**src/rtl/fifo_wr_arbiter.sv**
```systemverilog
// fifo_wr_arbiter
// Round-robin arbiter sharing the single write port of an async_fifo among
// NUM_REQ requesters in the FIFO write-clock domain. A granted requester keeps
// the port for up to MAX_BURST beats; the grant then rotates, with one IDLE
// cycle between grants.
//
// Handshake: a requester beat is accepted on a rising clk edge when
// req_valid[i] & req_ready[i] are both high. Only the grantee ever sees
// req_ready high, and only while fifo_full is low, so every accepted beat is
// exactly one wr_en cycle at the FIFO.
//
// Ports:
//   clk, rst_n  - write clock, asynchronous active-low reset
//   req_valid   - per-requester valid           [NUM_REQ]
//   req_data    - packed requester data, i at [i*DATA_WIDTH +: DATA_WIDTH]
//   req_ready   - per-requester ready           [NUM_REQ]
//   fifo_full   - full flag from the FIFO
//   wr_en       - FIFO write enable
//   wr_din      - FIFO write data               [DATA_WIDTH]
//   gnt_id      - index of the current/last grantee [ID_W]
//   busy        - high while a grant is held
//   beat_cnt    - (FIFO_WR_ARB_STATS_EN) per-requester 16-bit accepted beats
//   stall_cnt   - (FIFO_WR_ARB_STATS_EN) GRANT cycles stalled by fifo_full
//   dbg_state   - FSM state (0 = IDLE, 1 = GRANT)
//
// Optional feature macro: FIFO_WR_ARB_STATS_EN (adds the saturating counters).
module fifo_wr_arbiter #(
  parameter int NUM_REQ    = 4,
  parameter int DATA_WIDTH = 8,
  parameter int MAX_BURST  = 4,
  parameter int ID_W       = (NUM_REQ > 1) ? $clog2(NUM_REQ) : 1
) (
  input  logic                          clk,
  input  logic                          rst_n,
  input  logic [NUM_REQ-1:0]            req_valid,
  input  logic [NUM_REQ*DATA_WIDTH-1:0] req_data,
  output logic [NUM_REQ-1:0]            req_ready,
  input  logic                          fifo_full,
  output logic                          wr_en,
  output logic [DATA_WIDTH-1:0]         wr_din,
  output logic [ID_W-1:0]               gnt_id,
  output logic                          busy,
`ifdef FIFO_WR_ARB_STATS_EN
  output logic [NUM_REQ*16-1:0]         beat_cnt,
  output logic [15:0]                   stall_cnt,
`endif
  output logic                          dbg_state
);

  localparam int BC_W = (MAX_BURST > 1) ? $clog2(MAX_BURST) : 1;

  typedef enum logic {S_IDLE = 1'b0, S_GRANT = 1'b1} state_t;

  state_t                r_state;
  logic [ID_W-1:0]       r_ptr;
  logic [ID_W-1:0]       r_gnt_id;
  logic [BC_W-1:0]       r_burst_cnt;

  logic                  w_grant;
  logic                  w_g_valid;
  logic [DATA_WIDTH-1:0] w_g_data;
  logic                  w_beat;
  logic                  w_last_beat;
  logic [NUM_REQ-1:0]    w_ready;
  logic                  w_hi_found;
  logic [ID_W-1:0]       w_hi_sel;
  logic [ID_W-1:0]       w_lo_sel;
  logic [ID_W-1:0]       w_sel;
  logic [ID_W-1:0]       w_next_ptr;

  assign w_grant = (r_state == S_GRANT);

  // Grantee's valid and data, selected by the registered grant index.
  always_comb begin
    w_g_valid = 1'b0;
    w_g_data  = '0;
    for (int i = 0; i < NUM_REQ; i++) begin
      if (r_gnt_id == ID_W'(i)) begin
        w_g_valid = req_valid[i];
        w_g_data  = req_data[i*DATA_WIDTH +: DATA_WIDTH];
      end
    end
  end

  // fifo_full is used combinationally so a beat never lands on a full FIFO.
  assign w_beat      = w_grant & w_g_valid & ~fifo_full;
  assign w_last_beat = (r_burst_cnt == BC_W'(MAX_BURST - 1));

  always_comb begin
    w_ready = '0;
    for (int i = 0; i < NUM_REQ; i++) begin
      w_ready[i] = w_grant & ~fifo_full & (r_gnt_id == ID_W'(i));
    end
  end

  // Round-robin pick: lowest valid index at or above ptr; if none, wrap to the
  // lowest valid index overall. Loops run downward so the last hit is lowest.
  always_comb begin
    w_hi_found = 1'b0;
    w_hi_sel   = '0;
    w_lo_sel   = '0;
    for (int i = NUM_REQ - 1; i >= 0; i--) begin
      if (req_valid[i] && (ID_W'(i) >= r_ptr)) begin
        w_hi_found = 1'b1;
        w_hi_sel   = ID_W'(i);
      end
      if (req_valid[i]) begin
        w_lo_sel = ID_W'(i);
      end
    end
    w_sel = w_hi_found ? w_hi_sel : w_lo_sel;
  end

  assign w_next_ptr = (r_gnt_id == ID_W'(NUM_REQ - 1)) ? '0 : r_gnt_id + ID_W'(1);

  always_ff @(posedge clk or negedge rst_n) begin
    if (!rst_n) begin
      r_state     <= S_IDLE;
      r_ptr       <= '0;
      r_gnt_id    <= '0;
      r_burst_cnt <= '0;
    end else begin
      case (r_state)
        S_IDLE: begin
          if (|req_valid) begin
            r_gnt_id    <= w_sel;
            r_burst_cnt <= '0;
            r_state     <= S_GRANT;
          end
        end
        S_GRANT: begin
          if (w_beat) begin
            if (w_last_beat) begin
              r_state <= S_IDLE;
              r_ptr   <= w_next_ptr;
            end else begin
              r_burst_cnt <= r_burst_cnt + BC_W'(1);
            end
          end else if (!w_g_valid) begin
            // Requester gave up the grant; stalls on fifo_full hold it instead.
            r_state <= S_IDLE;
            r_ptr   <= w_next_ptr;
          end
        end
      endcase
    end
  end

  assign req_ready = w_ready;
  assign wr_en     = w_beat;
  assign wr_din    = w_grant ? w_g_data : '0;
  assign gnt_id    = r_gnt_id;
  assign busy      = w_grant;
  assign dbg_state = r_state;

`ifdef FIFO_WR_ARB_STATS_EN
  logic [15:0] r_beat_cnt [NUM_REQ];
  logic [15:0] r_stall_cnt;

  always_ff @(posedge clk or negedge rst_n) begin
    if (!rst_n) begin
      for (int i = 0; i < NUM_REQ; i++) begin
        r_beat_cnt[i] <= '0;
      end
      r_stall_cnt <= '0;
    end else begin
      for (int i = 0; i < NUM_REQ; i++) begin
        if (w_beat && (r_gnt_id == ID_W'(i)) && (r_beat_cnt[i] != 16'hFFFF)) begin
          r_beat_cnt[i] <= r_beat_cnt[i] + 16'd1;
        end
      end
      if (w_grant && w_g_valid && fifo_full && (r_stall_cnt != 16'hFFFF)) begin
        r_stall_cnt <= r_stall_cnt + 16'd1;
      end
    end
  end

  always_comb begin
    beat_cnt = '0;
    for (int i = 0; i < NUM_REQ; i++) begin
      beat_cnt[i*16 +: 16] = r_beat_cnt[i];
    end
  end

  assign stall_cnt = r_stall_cnt;
`endif

endmodule

```
**config.mk**
```make
export PLATFORM = sky130hd
export DESIGN_NAME = fifo_wr_arbiter
export DESIGN_NICKNAME = d
export VERILOG_FILES = /design/src/rtl/fifo_wr_arbiter.sv
export SDC_FILE = /design/constraint.sdc
export NUM_CORES = 1
export LEC_CHECK = 0
export CAP_MARGIN = 25
export CORE_ASPECT_RATIO = 1.2
export CORE_MARGIN = 2
export CORE_UTILIZATION = 38
export CTS_BUF_LIST = sky130_fd_sc_hd__clkbuf_8
export DETAILED_ROUTE_END_ITERATION = 7
export PLACE_DENSITY = 0.91
export REMOVE_ABC_BUFFERS = 1
export SETUP_SLACK_MARGIN = 0.2
export SYNTH_ARGS = -nofsm -noshare
export SYNTH_HDL_FRONTEND = slang
export SYNTH_SLANG_ARGS = --single-unit
```
**constraint.sdc**
```tcl
create_clock -name clk -period 2 [get_ports clk]
set_input_delay 0.5 -clock clk [delete_from_list [all_inputs] [get_ports clk]]
set_output_delay 0.5 -clock clk [all_outputs]
set_load 0.1 [all_outputs]
```
# Word level (Yosys, flattened, before mapping)

Cells that the tools add are included.

Input port bits: 39
Logic and storage cells: 72
Flip-flop bits (word level): 7
Output and inout port bits: 17

Equality and inequality tests: 9
Mux-type cells: 35
$add $sub $neg: 2
Bitwise logic cells: 9
$lt $le $gt $ge: 4
Reductions and logical operators: 9

Operators with widths:

| cell                                                                               | number |
|---|---|
| 8-bit two-way mux                                                                  | 5 |
| 2-bit two-way mux                                                                  | 16 |
| 1-bit two-way mux                                                                  | 12 |
| 2-bit != test, second input constant                                               | 4 |
| 1-bit AND                                                                          | 7 |
| 2-bit == test, second input constant                                               | 3 |
| 3-bit AND reduction                                                                | 2 |
| 2-bit by 1-bit adder with 2-bit output, second input constant                      | 2 |
| 1-bit by 2-bit greater-or-equal comparator with 1-bit output, first input constant | 2 |
| 2-bit greater-or-equal comparator, first input constant                            | 2 |
| 1-bit logical AND                                                                  | 4 |
| 2-bit one-hot mux with 2 select lines                                              | 1 |
| 4-bit OR reduction                                                                 | 1 |
| 2-bit by 1-bit == test with 1-bit output, second input constant                    | 1 |
| 2-bit logical NOT                                                                  | 1 |
| 2-bit by 1-bit != test with 1-bit output, second input constant                    | 1 |
| 1-bit NOT                                                                          | 2 |
| 1-bit one-hot mux with 2 select lines                                              | 1 |
| 2-bit AND reduction                                                                | 1 |

# Logic depth before layout (Yosys ltp)

Gate-level depths: netlist of the first run.

Depth after elaboration: 9
Mapped depth: 8
Mapped depth without buffers: 6

# Worst setup path before layout of the first run

OpenSTA, ideal clock, no wires.

Path kind: reg-to-output
Start: reg r_gnt_id[1] (netlist: gnt_id[1])
End: out req_ready[2]
Setup slack: -2240 ps
Cell stages (with the launch flop): 6
Required time: 1500 ps
Arrival: 3740 ps
Path buffers: 2
Cell sequence: dfrtp_1 > ha_1 > clkbuf_4 > inv_2 > buf_2 > nor3_1

Word-level cells in the longest chain between the ends: 2

RTL lines:

| item                   | RTL line | text |
|---|---|---|
| start, declared        | 56       | `logic [ID_W-1:0] r_gnt_id;` |
| start signal, assigned | 126      | `r_gnt_id <= w_sel;` |
| 2-bit == test          | 92       | `w_ready[i] = w_grant & ~fifo_full & (r_gnt_id == ID_W'(i));` |
| 1-bit AND              | 92       |  |
| end, declared          | 37       | `output logic [NUM_REQ-1:0] req_ready,` |

Every way passes these cells.

# Final worst setup path of the first run

Start: reg r_gnt_id[0] (netlist: gnt_id[0])
End: out wr_en

Word-level cells in the longest chain between the ends: 7
Elaborated cells on any way between the ends: 10
Those cells by class: eq/ne: 3; mux: 4; bitwise: 2; reduce/logical: 1

RTL lines:

| item                            | RTL line | text |
|---|---|---|
| 2-bit logical NOT               | 78       | `if (r_gnt_id == ID_W'(i)) begin` |
| 1-bit two-way mux (3 in series) | 78       |  |
| 1-bit two-way mux (*)           | 78       |  |
| 1-bit AND (*) (2 in series)     | 86       | `assign w_beat = w_grant & w_g_valid & ~fifo_full;` |
| end, declared                   | 39       | `output logic wr_en,` |

Mark *: on every way between the ends. The rest lies on a longest branch, timed or not.

==> results of run 1 <==
-- sequential cells by signal, indices dropped and copies added, names as in the netlist --
name,flops
gnt_id,2
r_burst_cnt,2
r_ptr,2
busy,1
-- through the flow --
stage / instances / instance area (µm²)
after CTS: 224 / 2038
final: 230 / 2145
after floorplan: 105 / 842.1
after global placement: 218 / 1817
after global routing: 230 / 2145
after detailed placement: 218 / 1817
-- final timing paths --
| path | from | to | slack (ns) | cells after the start |
|---|---|---|---|---|
| min in group asynchronous | rst_n | r_burst_cnt[1] | 0.54 | 1 |
| max | gnt_id[0] | wr_en | -0.33 | 6 |
| max reg2reg | gnt_id[0] | r_ptr[0] | 0.08 | 8 |
| max in group asynchronous | rst_n | gnt_id[0] | 1.19 | 1 |
| min | r_burst_cnt[0] | r_burst_cnt[0] | 0.51 | 1 |
| min reg2reg | r_burst_cnt[0] | r_burst_cnt[0] | 0.51 | 1 |
-- timing repair --
action | CTS | global route
cloned | 0 | 1
endpoints found under the setup margin | 17 | 17
setup buffers | 2 | 5
resized for setup | 48 | 17
pin swaps | 13 | 14
-- cell type report --
class / count / share of cell area
clock buffers: 3 / 0.01925
clock inverters: 1 / 0.001750
inverters: 7 / 0.01809
multi-input cells: 91 / 0.3693
flip-flops and latches: 7 / 0.08285
well taps: 31 / 0.01809
repair buffers: 90 / 0.4907
-- critical path, cell delays in order (launching register included) --
cell     delay [ns]
dfrtp_2        0.49
ha_4           0.22
buf_6          0.13
a211o_1        0.30
o32ai_4        0.18
nor2_2         0.11
buf_12         0.18
-- logic make-up (layout without fill, tap and decap cells) --
kind of cell             count (synthesis)  count (layout)
adder cells (fa/ha/maj)                  5               5
flip-flops                               7               7
AO/OA/AOI/OAI                           28              28
buffers and inverters                   14             101
AND/OR/NAND/NOR                         52              52
multiplexers                             6               6
-- layer usage --
layer,vias up,share of wire,track usage
met1,704,0.32,0.4185
met3,51,0.11,0.1047
met4,0,0.082,0.2367
met5,-,0,0
met2,145,0.48,0.6448
li1,579,-,-
-- cells in the mapped netlist --
library cell,instances,area [µm²]
a2111oi_0,1,8.760
a211o_1,1,8.760
o32ai_2,1,16.27
ha_1,5,62.56
nor3b_1,1,7.510
nand4b_1,1,8.760
nand2_1,23,86.33
nand3_1,1,5.000
buf_2,1,5.000
o31ai_1,2,15.01
a21oi_1,1,5.000
buf_4,2,15.01
or2b_1,1,7.510
dfrtp_1,7,175.2
nand2b_1,8,50.05
inv_1,6,22.52
mux2_1,3,33.78
o211ai_1,9,67.56
and3b_1,1,8.760
a32o_1,7,70.07
o22ai_2,1,12.51
inv_2,1,3.750
nor2_1,6,22.52
o211ai_4,1,21.27
a2bb2oi_1,1,8.760
buf_6,2,22.52
mux2i_1,3,30.03
a21o_1,1,7.510
clkbuf_4,1,7.510
nor3_2,1,10.01
clkbuf_1,1,3.750
nor3_1,2,10.01
nor2b_2,1,8.760
nor2b_1,3,18.77
o21ai_1,2,10.01
and2_1,3,18.77
==> results.md, run 1 <==
- Flip-flop and latch area: between 150 and 200 µm²
- Antenna Cells: 0
- Peak Freq: 0.4283 GHz
- Global-route wire length before repair: 7.907 mm
- CTS tree: yes
- Post-synthesis xor/xnor area fraction: 0
- Detailed-route DRC error count: 0
- # IOs: 56
- Headroom to the max-slew limit: 0.5663
- Fin. max-slew vios: 0
- Worst Setup Path Type: reg2out
- Rows: 19
- Mapped Area: 895.9 µm²
- Avg Cell Area, Syn: 7.999 µm²
- CTS H-tree lvls: 1
- Final period utilization: 1.167
- WP data required: 1.50 ns
- Commonest non-fill, non-tap cell in the layout: clkdlybuf4s50_1
- Post-synthesis mux area share: 0.07123
- Worst-margin pin slew: 0.6341 ns
- Cells after Synth: around 110
- # fillers: between 50 and 60
- Core Box Area: 2258 µm²
- Main combinational cell family by area after synthesis: simple AND/OR/NAND/NOR gates
- Adder-Cell Fraction of Synth Area: 0.06983
- Vias: 1479
- Fin Hold WS: between 0.5 and 0.6 ns
- Die area: 2764 µm²
- Worst-Skew Late Latency: around 0.22 ns
- RSZ-0062 raised after global routing: true
- Distinct cells, synth: 36
- Complex-gate fraction of the synthesized area: 0.2807
- Layout cells sized above 1: 0.4673
- Critical Path Start Type: register
- CP max FO: 5
- Status: finished, violations left
- Clock transition at the registers of the reported paths: 0.04 ns
- Initial antenna violation count: 0
- Largest net degree at the start of global routing: 18
- Final Setup Violations: 12
- Fin nets: roughly 240
- Hold buffer count at CTS: 0
- Final wirelength: 5.893 mm
- Port Buf Inserts: 55
- GRT Resource Usage Total: 0.3778
- Most frequent cells in the layout: clkdlybuf4s50_1, buf_4, nand2_1
- CTS Buf Count: 3
- Iter 0 DRT Violations: 76
- Starting Density: 0.3967
- Area growth, synth to finish: 139.4%
- TNS Setup: -2.632 ns
- Final min period: 2.335 ns
- Placer Congestion: 0.8171
- Clock root buffer: clkbuf_8
- Simple-gate share of the synthesized area: 0.2933
- Final setup margin: -0.3348 ns
- Multi-input logic area: 792.0 µm²
- DP Worst Slack: -0.1877 ns
- Failing checks: negative setup slack
- Hold Vio Cnt, Final: 0
- Final HPWL DP: 3.008 mm
- Synth warnings: 0
- DR WL/cell: around 26 µm
- Final Skew: 0.0002234 ns
- FF+latch count, synth: 7
- CP Data Arrival Time: 1.83 ns
- Via density per instance: 6.430
- Iteration count of the initial detailed-routing pass: 4
- Routed Antenna Nets: 0
- Core Util, Final: 0.9496
- Remaining Overflow, GRT: 0
- Number of max-cap violations: 0
- Clock Tree Buf Depth: 2
- Vias in the first global route: 1467
- Sequential area share after synthesis: 0.1955
- Die Ht: about 57 µm
- HP Class: reg2reg
- CTS sink cnt: 7
- Width of the chip: just under 50 µm
- Crit end category: primary output
Power of run 1 is not shown: default switching activity piles up to over one toggle a cycle in this logic, so the estimate is an artifact.
==> inputs of run 2 (changes only) <==
--- a/config.mk
+++ b/config.mk
@@ -6,12 +6,14 @@
 export NUM_CORES = 1
 export LEC_CHECK = 0
 export CAP_MARGIN = 25
+export CELL_PAD_IN_SITES_DETAIL_PLACEMENT = 0
+export CELL_PAD_IN_SITES_GLOBAL_PLACEMENT = 2
 export CORE_ASPECT_RATIO = 1.2
 export CORE_MARGIN = 2
-export CORE_UTILIZATION = 38
+export CORE_UTILIZATION = 19
 export CTS_BUF_LIST = sky130_fd_sc_hd__clkbuf_8
 export DETAILED_ROUTE_END_ITERATION = 7
-export PLACE_DENSITY = 0.91
+export PLACE_DENSITY = 0.88
 export REMOVE_ABC_BUFFERS = 1
 export SETUP_SLACK_MARGIN = 0.2
 export SYNTH_ARGS = -nofsm -noshare
==> run 2 against run 1 <==
Fmax increased by 4.4%. Design area decreased by 3.2%. Clock skew increased by 0.0018 ns. The run still ends with negative setup slack left. Final cell count increased by 10%. Sequential cell count unchanged. Worst hold slack got worse by 0.00082 ns. Critical endpoint unchanged. Non-clock buffer count decreased by 3. Clock-buffer cell count unchanged.
==> results.md, run 2 (same netlist as run 1, synthesis figures left out) <==
- Width of the chip: 66.69 µm (+38%)
- Largest net degree at the start of global routing: 17 (-1)
- Peak Freq: 0.4474 GHz (+4.4%)
- Commonest non-fill, non-tap cell in the layout: clkdlybuf4s50_1
- Detailed-route DRC error count: 0 (unchanged)
- Fin. max-slew vios: 0 (unchanged)
- # IOs: 56 (unchanged)
- Headroom to the max-slew limit: 0.7491 (+0.1828)
- Remaining Overflow, GRT: 0 (unchanged)
- Fin nets: 241 (-1.2%)
- Status: finished, violations left
- Number of max-cap violations: 0 (unchanged)
- Initial antenna violation count: 0 (unchanged)
- Iter 0 DRT Violations: 24 (-68%)
- CTS sink cnt: 7 (unchanged)
- Placer Congestion: 0.8478 (+3.8%)
- Routed Antenna Nets: 0 (unchanged)
- Final Setup Violations: 11 (-1)
- Worst path slowest cell: dfrtp_2
- Final Skew: 0.002008 ns (+0.001784 ns)
- CTS tree: yes
- WP data required: 1.50 ns (about the same)
- Final min period: 2.235 ns (-0.09945 ns)
- Clock root buffer: clkbuf_8
- Die area: 5283 µm² (+91%)
- Final wirelength: 3.304 mm (-44%)
- Worst Setup Path Type: reg2out
- CP Data Arrival Time: 1.74 ns (-0.09 ns)
- Die Ht: 79.22 µm (+39%)
- RSZ-0062 raised after global routing: true
- Port Buf Inserts: 55 (unchanged)
- Clock transition at the registers of the reported paths: 0.04 ns (about the same)
- Most frequent cells in the layout: clkdlybuf4s50_1, nand2_1, buf_4
- TNS Setup: -2.046 ns (+0.5858 ns)
- Final setup margin: -0.2353 ns (+0.09945 ns)
- DR WL/cell: 13.01 µm (-49%)
- CTS H-tree lvls: 1 (unchanged)
- Starting Density: 0.1964 (-0.2002)
- R2r setup slk: 0.12 ns (+0.04 ns)
- Final period utilization: 1.118 (-0.04972)
- HP Class: reg2reg
- Failing checks: negative setup slack
- Rows: 27 (+8)
- Antenna Cells: 0 (unchanged)
- Worst-margin pin slew: 0.3669 ns (-0.2672 ns)
- Via density per instance: 4.406 (-31%)
- Layout cells sized above 1: 0.4031 (-0.06428)
- Worst-Skew Late Latency: 0.23 ns (about the same)
- Crit end category: primary output
- Global-route wire length before repair: 5.147 mm (-35%)
- Vias: 1119 (-24%)
- Largest stage delay, worst path: 0.44 ns (-0.05 ns)
- Clock Tree Buf Depth: 2 (unchanged)
- # fillers: 456 (+670%)
- Final HPWL DP: 2.607 mm (-13%)
- Hold Vio Cnt, Final: 0 (unchanged)
- Fin Hold WS: 0.5075 ns (-0.0008210 ns)
- Vias in the first global route: 1168 (-20%)
- CP max FO: 4 (-1)
- Critical Path Start Type: register
- GRT Resource Usage Total: 0.1239 (-0.2539)
- CTS Buf Count: 3 (unchanged)
- Iteration count of the initial detailed-routing pass: 4 (unchanged)
- Core Box Area: 4561 µm² (+100%)
- Crit-path cells: inv_4, ha_4, buf_6, and3b_2, o32ai_4, nor2_2, buf_12
- Area growth, synth to finish: 131.8%
-- run 2: cell types whose count changed in the layout (fill, tap and decap cells not counted), sizes merged --
cell           delta
buf               -4
clkbuf            +1
clkdlybuf4s15     -1
dlygate4sd2       +1
-- run 2: what timing repair did --
action | 4_1_cts | 5_1_grt
hold endpoints to repair | 0 | 0
hold buffers | 0 | 0
buffers inserted | 1 | 1
pin swaps | 9 | 6
endpoints found under the setup margin | 17 | 17
gates resized for setup | 24 | 16
gates cloned | 0 | 1
-- run 2: critical path, delay by kind of cell, from the launching register on --
family	cells	cell delay, ns
adders and majority gates	1	0.18
buffers and inverters	3	0.38
DFF	1	0.44
AOI/OAI and AO/OA	1	0.10
and+or+nand+nor	2	0.40
-- run 2: metal layers --
metal,wire (µm),GRT usage,vias to the layer above,part of all wire
li1,-,-,571,-
met1,1400,0.1489,499,0.42
met2,1615,0.2250,45,0.49
met3,264,0.01558,4,0.080
met4,24,0.03673,0,0.0073
met5,0,0,-,0
-- run 2: path summary, 6_finish.rpt --
kind | depth (start not counted) | start | to
max reg2reg | 7 | gnt_id[1] | r_ptr[0]
max | 7 | gnt_id[1] | wr_en
min reg2reg | 1 | r_burst_cnt[0] | r_burst_cnt[0]
max in group asynchronous | 1 | rst_n | gnt_id[1]
min in group asynchronous | 1 | rst_n | r_burst_cnt[1]
min | 1 | r_burst_cnt[0] | r_burst_cnt[0]
-- run 2: final cells by class --
type                       count  area [µm²]  share of cell area
clock buffer                   3       41.29             0.01988
clock inverter                 1       3.754            0.001807
inverter                       7       38.79             0.01867
multi-input combinational     91       723.2              0.3482
sequential                     7       177.7             0.08554
tap                           58       72.57             0.03494
timing repair buffer          87        1020              0.4910
-- run 2: metrics by stage --
step                      utilization  area (µm²)  cells  worst slack, ns
after CTS                      0.4326        1973    252          -0.2480
after global routing           0.4554        2077    254          -0.3016
after detailed placement       0.4063        1853    247          -0.1904
final                          0.4554        2077    254          -0.2353
after floorplan                     -       842.1    105           -2.509
after global placement         0.4063        1853    247          -0.1740
Power of run 2 is left out for the same reason.
==> inputs of run 3 (changes only) <==
--- a/config.mk
+++ b/config.mk
@@ -16,6 +16,7 @@
 export PLACE_DENSITY = 0.88
 export REMOVE_ABC_BUFFERS = 1
 export SETUP_SLACK_MARGIN = 0.2
+export SLEW_MARGIN = 20
 export SYNTH_ARGS = -nofsm -noshare
 export SYNTH_HDL_FRONTEND = slang
 export SYNTH_SLANG_ARGS = --single-unit
==> results of run 3 <==
The final DEF is identical to that of run 2; final timing and power are the same.
Power of run 3 is left out for the same reason.
